<file path="config.mk">
export PLATFORM = sky130hd
export DESIGN_NAME = three_operand_serial_subtractor
export DESIGN_NICKNAME = d
export VERILOG_FILES = /design/src/rtl/three_operand_serial_subtractor.sv
export SDC_FILE = /design/constraint.sdc
export NUM_CORES = 1
export LEC_CHECK = 0
export CORE_UTILIZATION = 50
export CTS_BUF_LIST = sky130_fd_sc_hd__clkbuf_8 sky130_fd_sc_hd__clkbuf_16
export DETAILED_ROUTE_END_ITERATION = 10
export GPL_TIMING_DRIVEN = 0
export PLACE_DENSITY = 0.82
export SYNTH_ARGS = -nofsm -noshare
export SYNTH_HDL_FRONTEND = slang
export SYNTH_SLANG_ARGS = --single-unit
</file>
<file path="constraint.sdc">
create_clock -name clk -period 2.8 [get_ports clk]
set_input_delay 0.42 -clock clk [delete_from_list [all_inputs] [get_ports clk]]
set_output_delay 0.42 -clock clk [all_outputs]
set_load 0.05 [all_outputs]
</file>
<file path="src/rtl/three_operand_serial_subtractor.sv">
`default_nettype none
// ============================================================================
//  Module   : three_operand_serial_subtractor
//  Purpose  : Bit-serial (LSB first) computation of a - b - c over WIDTH-bit
//             unsigned operands, with a 2-bit running borrow between bits.
//             One operation takes WIDTH RUN cycles followed by one DONE cycle.
//  Options  : define SUB_SATURATE_EN to clamp result to 0 on underflow
//             (borrow and underflow still report the true values).
//  Revision : 1.0 - initial release
// ============================================================================
module three_operand_serial_subtractor #(
  parameter int WIDTH = 3
) (
  input  logic             clk,
  input  logic             rst_n,
  input  logic             start,
  input  logic [WIDTH-1:0] a,
  input  logic [WIDTH-1:0] b,
  input  logic [WIDTH-1:0] c,
  output logic             busy,
  output logic             done,
  output logic [WIDTH-1:0] result,
  output logic [1:0]       borrow,
  output logic             underflow
);

  // Bit index width; a 1-bit index is kept even when WIDTH=1.
  localparam int             IW       = (WIDTH > 1) ? $clog2(WIDTH) : 1;
  localparam logic [IW-1:0]  LAST_IDX = IW'(WIDTH - 1);

  typedef enum logic [1:0] {
    S_IDLE = 2'd0,
    S_RUN  = 2'd1,
    S_DONE = 2'd2
  } state_t;

  state_t           state;
  state_t           state_next;
  logic             accept;

  logic [WIDTH-1:0] a_q;
  logic [WIDTH-1:0] b_q;
  logic [WIDTH-1:0] c_q;
  logic [WIDTH-1:0] acc;
  logic [IW-1:0]    idx;
  logic [1:0]       br;

  logic [2:0]       col;
  logic             bit_val;
  logic [1:0]       br_step;
  logic [WIDTH-1:0] acc_next;
  logic             last_bit;

  // State register; reset aborts any operation in flight.
  always_ff @(posedge clk or negedge rst_n) begin
    if (!rst_n) begin
      state <= S_IDLE;
    end else begin
      state <= state_next;
    end
  end

  // Next-state logic; start is only honoured in IDLE or DONE.
  always_comb begin
    state_next = state;
    accept     = 1'b0;
    case (state)
      S_IDLE: begin
        if (start) begin
          accept     = 1'b1;
          state_next = S_RUN;
        end
      end
      S_RUN: begin
        if (last_bit) begin
          state_next = S_DONE;
        end
      end
      S_DONE: begin
        if (start) begin
          accept     = 1'b1;
          state_next = S_RUN;
        end else begin
          state_next = S_IDLE;
        end
      end
      default: state_next = S_IDLE;
    endcase
  end

  assign busy     = (state == S_RUN);
  assign done     = (state == S_DONE);
  assign last_bit = (idx == LAST_IDX);

  // One bit column: biasing by 4 keeps d = a-b-c-br (-4..1) non-negative
  // (0..5). Bit 0 is the result bit, and the upper two bits give the
  // outgoing borrow as 2 - col[2:1].
  always_comb begin
    col      = 3'd4 + {2'b00, a_q[idx]} - {2'b00, b_q[idx]}
                    - {2'b00, c_q[idx]} - {1'b0, br};
    bit_val  = col[0];
    br_step  = 2'd2 - col[2:1];
    acc_next = acc;
    acc_next[idx] = bit_val;
  end

  // Operand capture, per-bit accumulation, and result update on entry to DONE.
  always_ff @(posedge clk or negedge rst_n) begin
    if (!rst_n) begin
      a_q       <= '0;
      b_q       <= '0;
      c_q       <= '0;
      acc       <= '0;
      idx       <= '0;
      br        <= 2'd0;
      result    <= '0;
      borrow    <= 2'd0;
      underflow <= 1'b0;
    end else if (accept) begin
      a_q <= a;
      b_q <= b;
      c_q <= c;
      acc <= '0;
      idx <= '0;
      br  <= 2'd0;
    end else if (state == S_RUN) begin
      acc <= acc_next;
      br  <= br_step;
      idx <= last_bit ? '0 : idx + 1'b1;
      if (last_bit) begin
        borrow    <= br_step;
        underflow <= (br_step != 2'd0);
`ifdef SUB_SATURATE_EN
        result    <= (br_step != 2'd0) ? '0 : acc_next;
`else
        result    <= acc_next;
`endif
      end
    end
  end

endmodule
`default_nettype wire

</file>
==> key figures <==
Drt
  – 1st-pass router iterations: 4
  – Via count: 775
  – Routed Antenna Nets: 0
  – DRT Wirelength: 1830 µm
  – DRC viols: 0
  – Post-DR vias/cell: ~5
  – Avg WL per Cell: between 10 and 15 µm
  – 1st-iter DRT viols: 13

Cells and area
  – Fillers: ~170
  – Area Growth Syn to Fin: 24.4%
  – Share of post-route cells with drive strength above 1: under 10%
  – N_diodes: 0
  – Final net count: around 150

Power and ir drop
  – Power Density: around 1300 nW/µm²
  – Power, Total: around 0.0018 W
  – Max VDD drop: 0.000783 V
  – Pleak: 0.681 nW

Synth
  – Post-Syn Instances: about 110
  – Netlist cell types: 23
  – Most common cell in the netlist: nand2_1
  – Synth Area per Inst: ~10 µm²
  – Register area share after synthesis: 52.2%
  – Synthesized Nets: 123
  – Synth top area share: 52.2%
  – Synth area leaders: dfrtp_1, nand2_1, mux2_4
  – Flop and latch count out of synthesis: 23
  – Top_reg_cell synth: dfrtp_1
  – Cell area after synthesis: 1100 µm²
  – Post-synth top area cell: dfrtp_1
  – Synth warn: 0
  – Post-synth EDFFs: 0
  – Top cells by count, synth: nand2_1, dfrtp_1, inv_1, o21ai_0
  – Asr flop ratio synth: 100%

Clocking
  – Clk sinks: 23
  – Clock H-tree levels: 1
  – Post-CTS setup buffers: 0
  – Post-CTS sizing: 0
  – TritonCTS Buffers: 3
  – Longest Clk Path Bufs: 2
  – Worst-Skew Late Latency: ~0.26 ns
  – Root buf cell: clkbuf_8
  – Clock Pin Slew Worst Setup and Hold Paths: around 0.070 ns
  – TritonCTS clock tree: done
  – Cts hold-fix bufs: 0

Placement
  – Pre-CTS setup slack: between 0.2 and 0.3 ns
  – I/O Buffers: 19
  – Gpl congestion: between 0.7 and 0.8
  – DP HPWL: 1370 µm

Worst setup path
  – WP buf/inv: 3
  – Worst Path Max Fanout: 8
  – Worst setup path startpoint: idx[0]
  – Delay-heaviest family, CP: adder cells
  – CP peak stage delay: between 0.4 and 0.5 ns
  – CP Cell Sequence: nor2b_1, nand2_1, o21ai_0, ha_1, inv_1, fa_1, inv_1, fa_1, inv_1, ha_1, mux2i_1
  – Setup crit start kind: flop
  – Critical path type: flop to flop
  – Reg-to-reg setup timing slack: about 0.25 ns
  – WP data required: between 2 and 3 ns
  – Most repeated library cell on the critical path: inv_1
  – Worst reg2reg path startpoint: idx[0]
  – Worst Path Arrival: ~2.7 ns
  – FF-to-FF path depth: 11
  – CP max stage cell: dfrtp_1
  – Number of cells on the critical path: 11
  – Crit. End Element: flop

GRT
  – Overall Global Routing Usage: between 10% and 20%
  – Total global routing overflow: 0
  – First-pass GRT wire length: between 3000 and 4000 µm
  – Vias in the first global route: 808
  – Antenna violations before repair: 0
  – Largest net degree at the start of global routing: 24

STA
  – Max Clock Freq: between 0.3 and 0.4 GHz
  – Final period util: 90.9%
  – Worst Clk Skew: roughly 0.0042 ns
  – Tightest Pin Transition: ~0.98 ns
  – Min Clock Period, post-route: roughly 2.5 ns
  – Hold Vio Cnt, Final: 0
  – RSZ-0062 raised after global routing: no
  – Setup violators final: 0
  – Setup ws final: about 0.25 ns
  – Worst slew margin: 34.7%
  – Setup TNS: 0 ns
  – Max-slew violation count: 0

Floorplan
  – Die ar.: ~2400 µm²
  – Starting density of the core: between 50% and 60%
  – Num rows: 16
  – I/O pin total: 20
  – Die height: a little under 50 µm
  – CORE AREA: just over 2000 µm²
  – Die Wd: between 40 and 50 µm

Min path
  – Worst Hold Class: flop to flop
  – Hold path cells: 2
  – Critical hold path startpoint: b_q[0]

Status
  – Status: finished clean

Job
  – Maxcap violations: 0
## tightest hold or removal path: stages, from the launching register on
cell     delay (ns)
dfrtp_1        0.34
nand2_1        0.05
nand2_1        0.06
## cells in the final DEF (no fill, tap or decap)
| cell type | synthesis | final |
|---|---|---|
| o21ai_0 | 5 | 5 |
| and4bb_1 | 1 | 1 |
| ha_1 | 4 | 4 |
| clkbuf_1 | 1 | 1 |
| buf_6 | 2 | 2 |
| dfrtp_1 | 23 | 23 |
| and3_1 | 1 | 1 |
| nand2b_1 | 1 | 1 |
| xor2_1 | 1 | 1 |
| nand2_1 | 34 | 34 |
| nor4b_1 | 1 | 1 |
| mux2_4 | 4 | 4 |
| buf_2 | 2 | 2 |
| fa_1 | 2 | 2 |
| a21oi_1 | 1 | 1 |
| inv_1 | 7 | 8 |
| a31o_1 | 1 | 1 |
| nor2b_1 | 4 | 4 |
| a22o_1 | 2 | 2 |
| o31ai_1 | 1 | 1 |
| mux2i_1 | 4 | 4 |
| a21o_1 | 1 | 1 |
| nor2_1 | 2 | 2 |
| clkdlybuf4s50_1 | 0 | 19 |
| clkbuf_8 | 0 | 3 |
## final timing paths
kind,end
max in group asynchronous,borrow[1]
max reg2reg,underflow
min in group asynchronous,acc[1]
min,b_q[0]
max,underflow
min reg2reg,b_q[0]
## final cells by class
cell class                 count  area (µm²)  share of cell area, %
sequential                    23         576                   42.0
multi-input combinational     70         464                   33.9
timing repair buffer          19         190                   13.9
clock buffer                   3        41.3                   3.01
buffer                         5        36.3                   2.65
tap                           27        33.8                   2.46
inverter                       7        26.3                   1.92
clock inverter                 1        3.75                  0.274
## registers in the layout, indices dropped and copies added (netlist names)
signal     count
a_q            3
acc            2
b_q            3
borrow         2
br             2
c_q            3
idx            2
result         3
state          2
underflow      1
## routing by layer
layer,wire length [µm],vias up,GRT usage [%]
li1,-,383,-
met1,846,372,24.0
met2,908,16,33.3
met3,55,4,3.74
met4,21,0,5.88
met5,0,-,0
## cell families after synthesis
logic type               count (synthesis)  synth area share (%)
adder cells (fa/ha/maj)                  6                  8.17
multiplexers                             8                  9.08
AO/OA/AOI/OAI                           11                  6.47
flip-flops                              23                  52.2
buffers and inverters                   12                  5.68
XOR/XNOR                                 1                 0.795
AND/OR/NAND/NOR                         44                  17.6
## metrics by stage
stage	instances	utilization [%]	instance area, µm²	hold WS (ns)
finish	155	67.8	1370	0.481
global route	155	67.8	1370	0.510
CTS	155	67.8	1370	0.481
detailed placement	151	65.6	1330	0.463
global placement	151	65.6	1330	0.460
floorplan	105	-	1100	0.124
## report_power, final
group          leakage [nW]  internal, W  switching [W]
registers             0.288     0.000482      0.0000930
logic                 0.366     0.000425       0.000558
clock network        0.0269    0.0000978      0.0000998
total                 0.681      0.00100       0.000751
Power figures use the tool's default switching activity.
